===== src/rtl/stopwatch_cu_if.sv =====
// Command and status bundle between the stopwatch control unit and its neighbours.
// STOPWATCH_CU_LAP_EN adds the lap button and lap hold level.
interface stopwatch_cu_if;
    logic       btn_run;
    logic       btn_clear;
    logic [7:0] rx_data;
    logic       rx_done;
    logic       run;
    logic       clear;
    logic [1:0] state;
    logic       cmd_err;
`ifdef STOPWATCH_CU_LAP_EN
    logic       btn_lap;
    logic       lap_hold;
`endif

    modport master (
        output btn_run, btn_clear, rx_data, rx_done,
`ifdef STOPWATCH_CU_LAP_EN
        output btn_lap,
        input  lap_hold,
`endif
        input  run, clear, state, cmd_err
    );

    modport slave (
        input  btn_run, btn_clear, rx_data, rx_done,
`ifdef STOPWATCH_CU_LAP_EN
        input  btn_lap,
        output lap_hold,
`endif
        output run, clear, state, cmd_err
    );
endinterface


===== src/rtl/stopwatch_cu.sv =====
// Stopwatch control unit: arbitrates button pulses and UART command bytes into run/clear.
// Optional lap hold is enabled by defining STOPWATCH_CU_LAP_EN.
module stopwatch_cu #(
    parameter logic [7:0] CMD_RUN   = 8'h52,
    parameter logic [7:0] CMD_CLEAR = 8'h43,
    parameter logic [7:0] CMD_STOP  = 8'h53,
    parameter logic [7:0] CMD_LAP   = 8'h4C,
    parameter bit         CASE_FOLD = 1'b1
) (
    input logic           clk,
    input logic           rst,
    stopwatch_cu_if.slave bus
);

    typedef enum logic [1:0] {
        ST_STOP  = 2'b00,
        ST_RUN   = 2'b01,
        ST_CLEAR = 2'b10
    } state_t;

    localparam logic [7:0] FOLD_MASK = CASE_FOLD ? 8'hDF : 8'hFF;
`ifdef STOPWATCH_CU_LAP_EN
    localparam bit LAP_ON = 1'b1;
`else
    localparam bit LAP_ON = 1'b0;
`endif

    // Bit 5 distinguishes upper/lower case in ASCII letters.
    function automatic logic byte_match(input logic [7:0] data, input logic [7:0] cmd);
        return (data & FOLD_MASK) == (cmd & FOLD_MASK);
    endfunction

    state_t state_q, state_d;
    logic   err_q, err_d;
    logic   btn_any, uart_sel;
    logic   is_run, is_clear, is_stop, is_lap, lap_known;
`ifdef STOPWATCH_CU_LAP_EN
    logic   lap_q, lap_d;
`endif

    always_comb begin
        is_run    = byte_match(bus.rx_data, CMD_RUN);
        is_clear  = byte_match(bus.rx_data, CMD_CLEAR);
        is_stop   = byte_match(bus.rx_data, CMD_STOP);
        is_lap    = byte_match(bus.rx_data, CMD_LAP);
        lap_known = LAP_ON && is_lap;
`ifdef STOPWATCH_CU_LAP_EN
        btn_any   = bus.btn_run | bus.btn_clear | bus.btn_lap;
`else
        btn_any   = bus.btn_run | bus.btn_clear;
`endif
        // Any button pulse wins the cycle; a simultaneous byte is silently dropped.
        uart_sel  = bus.rx_done && !btn_any;
    end

    always_comb begin
        state_d = state_q;
        err_d   = 1'b0;
`ifdef STOPWATCH_CU_LAP_EN
        lap_d   = lap_q;
`endif
        case (state_q)
            ST_STOP: begin
                if (bus.btn_run) begin
                    state_d = ST_RUN;
                end else if (bus.btn_clear) begin
                    state_d = ST_CLEAR;
                end else if (uart_sel) begin
                    if (is_run) begin
                        state_d = ST_RUN;
                    end else if (is_clear) begin
                        state_d = ST_CLEAR;
                    end else if (!is_stop && !lap_known) begin
                        err_d = 1'b1;
                    end
                end
            end
            ST_RUN: begin
                if (bus.btn_run || (uart_sel && (is_run || is_stop))) begin
                    state_d = ST_STOP;
`ifdef STOPWATCH_CU_LAP_EN
                    lap_d   = 1'b0;
                end else if (bus.btn_lap && !bus.btn_clear) begin
                    lap_d   = ~lap_q;
                end else if (uart_sel && is_lap) begin
                    lap_d   = ~lap_q;
`endif
                end else if (uart_sel && !is_clear && !lap_known) begin
                    err_d = 1'b1;
                end
            end
            // CLEAR lasts a single cycle and drops everything that arrives meanwhile.
            ST_CLEAR: state_d = ST_STOP;
            default:  state_d = ST_STOP;
        endcase
    end

    always_ff @(posedge clk or negedge rst) begin
        if (!rst) begin
            state_q <= ST_STOP;
            err_q   <= 1'b0;
        end else begin
            state_q <= state_d;
            err_q   <= err_d;
        end
    end

`ifdef STOPWATCH_CU_LAP_EN
    always_ff @(posedge clk or negedge rst) begin
        if (!rst) begin
            lap_q <= 1'b0;
        end else begin
            lap_q <= lap_d;
        end
    end

    assign bus.lap_hold = lap_q;
`endif

    assign bus.run     = (state_q == ST_RUN);
    assign bus.clear   = (state_q == ST_CLEAR);
    assign bus.state   = state_q;
    assign bus.cmd_err = err_q;

endmodule


===== src/flat_wrapper.sv =====
// flat-port wrapper written by rule: the top's interface ports become plain ports
module stopwatch_cu_flat 
#(
    parameter logic [7:0] CMD_RUN   = 8'h52,
    parameter logic [7:0] CMD_CLEAR = 8'h43,
    parameter logic [7:0] CMD_STOP  = 8'h53,
    parameter logic [7:0] CMD_LAP   = 8'h4C,
    parameter bit         CASE_FOLD = 1'b1
)
  (clk, rst, bus_btn_run, bus_btn_clear, bus_rx_data, bus_rx_done, bus_run, bus_clear, bus_state, bus_cmd_err);
  stopwatch_cu_if bus_i ();
  input logic clk;
  input logic rst;
  input wire logic [$bits(bus_i.btn_run)-1:0] bus_btn_run;
  input wire logic [$bits(bus_i.btn_clear)-1:0] bus_btn_clear;
  input wire logic [$bits(bus_i.rx_data)-1:0] bus_rx_data;
  input wire logic [$bits(bus_i.rx_done)-1:0] bus_rx_done;
  output wire logic [$bits(bus_i.run)-1:0] bus_run;
  output wire logic [$bits(bus_i.clear)-1:0] bus_clear;
  output wire logic [$bits(bus_i.state)-1:0] bus_state;
  output wire logic [$bits(bus_i.cmd_err)-1:0] bus_cmd_err;
  assign bus_i.btn_run = bus_btn_run;
  assign bus_i.btn_clear = bus_btn_clear;
  assign bus_i.rx_data = bus_rx_data;
  assign bus_i.rx_done = bus_rx_done;
  assign bus_run = bus_i.run;
  assign bus_clear = bus_i.clear;
  assign bus_state = bus_i.state;
  assign bus_cmd_err = bus_i.cmd_err;
  stopwatch_cu #(.CMD_RUN(CMD_RUN), .CMD_CLEAR(CMD_CLEAR), .CMD_STOP(CMD_STOP), .CMD_LAP(CMD_LAP), .CASE_FOLD(CASE_FOLD)) u_core (.clk(clk), .rst(rst), .bus(bus_i));
endmodule

===== config.mk =====
export PLATFORM = sky130hd
export DESIGN_NAME = stopwatch_cu_flat
export DESIGN_NICKNAME = d
export VERILOG_FILES = /design/src/rtl/stopwatch_cu_if.sv /design/src/rtl/stopwatch_cu.sv /design/src/flat_wrapper.sv
export SDC_FILE = /design/constraint.sdc
export NUM_CORES = 1
export LEC_CHECK = 0
export CAP_MARGIN = 10
export CORE_AREA = 2 2 39 41
export CTS_CLUSTER_DIAMETER = 60
export CTS_CLUSTER_SIZE = 8
export DETAILED_ROUTE_END_ITERATION = 8
export DIE_AREA = 0 0 41 43
export SYNTH_ARGS = -nofsm -noshare
export SYNTH_HDL_FRONTEND = slang
export SYNTH_SLANG_ARGS = --single-unit

===== constraint.sdc =====
create_clock -name clk -period 2.1 [get_ports clk]
set_clock_uncertainty 0.15 [all_clocks]
set_input_delay 0.42 -clock clk [delete_from_list [all_inputs] [get_ports clk]]
set_output_delay 0.42 -clock clk [all_outputs]
set_load 0.02 [all_outputs]

==> flow_summary.yaml <==
logic_synthesis:
  muxShareOfSynthArea_pct: 0
  seq_area_frac_synth_pct: 35.5
  synth-compound-area-share_pct: 19.5
  synthesis.area_um2: 211
  synth_area_per_cell_um2: 10.6
  yosys_warnings: 0
  ys_types: 14
  syn_nets: 33
  synth_seq_cells: 3
  synth_top_family_by_area: "simple AND/OR/NAND/NOR gates"
  synth_cells: 20
  synthSimpleGateAreaFrac_pct: 40.8
  synth_xor_area_share_pct: 4.14
  synth_adder_area_share_pct: 0
placed_design:
  dp_slack_ns: 0.286
  hpwl_um: 407
  gp_congestion: 0.597
  port_buffers: 16
  placed_area_um2: 392
setup_path:
  path_delay_family: "buffers and inverters"
  crit_arrival_ns: 1.36
  worst-path-stages: 2
  path_max_fanout: 5
  worstPathRequired_ns: 1.53
  endpoint: "bus_run"
  r2r_end: "u_core.bus.state[0]"
  reg2reg_from: "u_core.bus.state[1]"
  r2r_slack_ns: 0.85
  crit_chain: "nor2b_1, clkdlybuf4s50_1"
  rr_worst_depth: 4
  startpoint: "u_core.bus.state[0]"
  cpPeakStageDelay_ns: 0.60
  end_kind: "output pin"
  cpMaxStageDelayCell: "clkdlybuf4s50_1"
  critical_path_class: "register to output pin"
  crit_buf_inv: 1
  start_kind: "register"
route:
  drc_errors: 0
  first_pass_iters: 1
  wl_um: 448
  vias_per_cell: 3.96
  drtAntennaViolNets: 0
  first_iter_violations: 0
  wl_per_cell_um: 8.00
  vias: 222
global_routing:
  grtUsageTotal_pct: 7.06
  grt_antenna_before_repair: 0
  grt_pass1_vias: 245
  grt_pass1_wl_um: 862
  grt-ovfl-total: 0
  grt_max_degree: 6
sta:
  fmax_mhz: 519
  tightest_slew_ns: 0.210
  min_period_ns: 1.93
  hold_violations: 0
  fin_setup_tns_ns: 0
  maxSlewHeadroom_pct: 85.9
  hold_ws_ns: 0.222
  slew_viol_final: 0
  rsz0062_at_grt: "no"
  finalSetupViolCount: 0
  finalWorstSetupSlack_ns: 0.173
  finalCritPeriodShare_pct: 91.8
cts:
  clk_pin_slew_ns: 0.04
  clock_path_buffers: 2
  cts_root_buffer: "clkbuf_4"
  cts_tree: "built"
  insertion_delay_ns: 0.23
  post_cts_buffers: 0
  postCtsHoldBufs: 0
  cts-resized-gates: 0
  cts_buffers: 3
  htree_levels: 1
  cts.sinks: 3
pwr:
  combPwrFrac_pct: 37.7
  p_switching_uw: 74.7
  p_per_area_nw_per_um2: 649
  p_leak_uw: 0.000177
  p_sw_share_pct: 27.5
  vdd_drop_max_uv: 197
  p_seq_share_pct: 26.9
  internal-power_uw: 197
  pwr-share-clk_pct: 35.4
flow_run:
  drv_cap: 0
outcome:
  outcome: "complete, no violations"
cells_and_area:
  design_area_um2: 418
  area_growth_syn_to_layout_pct: 97.6
  drive_gt1_share_pct: 17.5
  utilization_pct: 30.2
  final_cell_mix: "clkdlybuf4s50_1 (16), nor2b_1 (3), nor2_1 (3), clkbuf_4 (3), dfrtp_1 (3)"
  diodes: 0
  layout.nets: 54
  final_common_cell: "clkdlybuf4s50_1"
die:
  die_h_um: 43
  die_x_um: 41
  fp.coreArea_um2: 1380
  design.die.area_um2: 1760
  rows: 14
  start_util_pct: 15.3
  num_io_pins: 18
hold_path:
  hold_class: "primary input to async pin"
==> stage by stage <==
stage	total power, uW	std cells
after floorplan	120	20
after global placement	177	52
after detailed placement	177	52
after CTS	277	56
after global routing	295	56
final	271	56
==> worst register-to-register path, stage by stage, from the launching register on <==
cell and delay [ns]:
dfrtp_1 0.38, nor2_1 0.08, o21a_1 0.10, a41o_1 0.21
a32o_1 0.21
==> cell families after synthesis <==
kind of cell / count (synthesis)
AND/OR/NAND/NOR: 11
XOR/XNOR: 1
flip-flops: 3
AO/OA/AOI/OAI: 5
==> worst min path at each step <==
stage                             start                  end  slack [ns]  depth (start not counted)
floorplan                           rst   u_core.bus.cmd_err       -0.03                          0
global placement    u_core.bus.state[0]  u_core.bus.state[0]        0.44                          1
detailed placement  u_core.bus.state[0]  u_core.bus.state[0]        0.45                          1
CTS                                 rst  u_core.bus.state[1]        0.22                          1
global route                        rst  u_core.bus.state[0]        0.22                          1
finish                              rst  u_core.bus.state[1]        0.22                          1
==> cell usage after synthesis <==
cell | number | area share, %
dfrtp_1 | 3 | 36
nor2_1 | 3 | 5.3
nor2b_1 | 3 | 8.9
a31o_2 | 1 | 4.1
a32o_1 | 1 | 4.7
a41o_1 | 1 | 4.7
and3_1 | 1 | 3.0
nand3_1 | 1 | 2.4
nand3b_4 | 1 | 9.5
nor2b_2 | 1 | 4.1
nor3_4 | 1 | 7.7
o21a_1 | 1 | 3.6
o21ai_0 | 1 | 2.4
xor2_1 | 1 | 4.1
==> area by class of cell <==
cell class / count / area (um2)
Tap cell: 16 / 20.0
Fill cell: 157 / 966
Timing Repair Buffer: 16 / 160
Clock buffer: 4 / 26.3
Multi-Input combinational cell: 17 / 136
Sequential cell: 3 / 75.1
==> power by group through the flow <==
stage	clock network (uW)	registers [uW]	logic (uW)
after floorplan	0	81.9	38.0
after global placement	0	73.6	103
after detailed placement	0	73.7	104
after CTS	99.9	73.1	104
after global routing	108	74.5	113
final	96.2	72.9	102
==> state kept, by name (all words and copies together), names as in the netlist <==
signal              flops
u_core.bus.state        2
u_core.bus.cmd_err      1
==> metal layers <==
layer / share of wire, % / up-vias / GRT usage (%)
met5: 0 / - / 0
met4: 0 / 0 / 4.00
met3: 5.1 / 0 / 1.57
met2: 59 / 6 / 12.8
met1: 36 / 101 / 6.51
li1: - / 115 / -
Note: power is estimated with default switching activity, not from simulation.
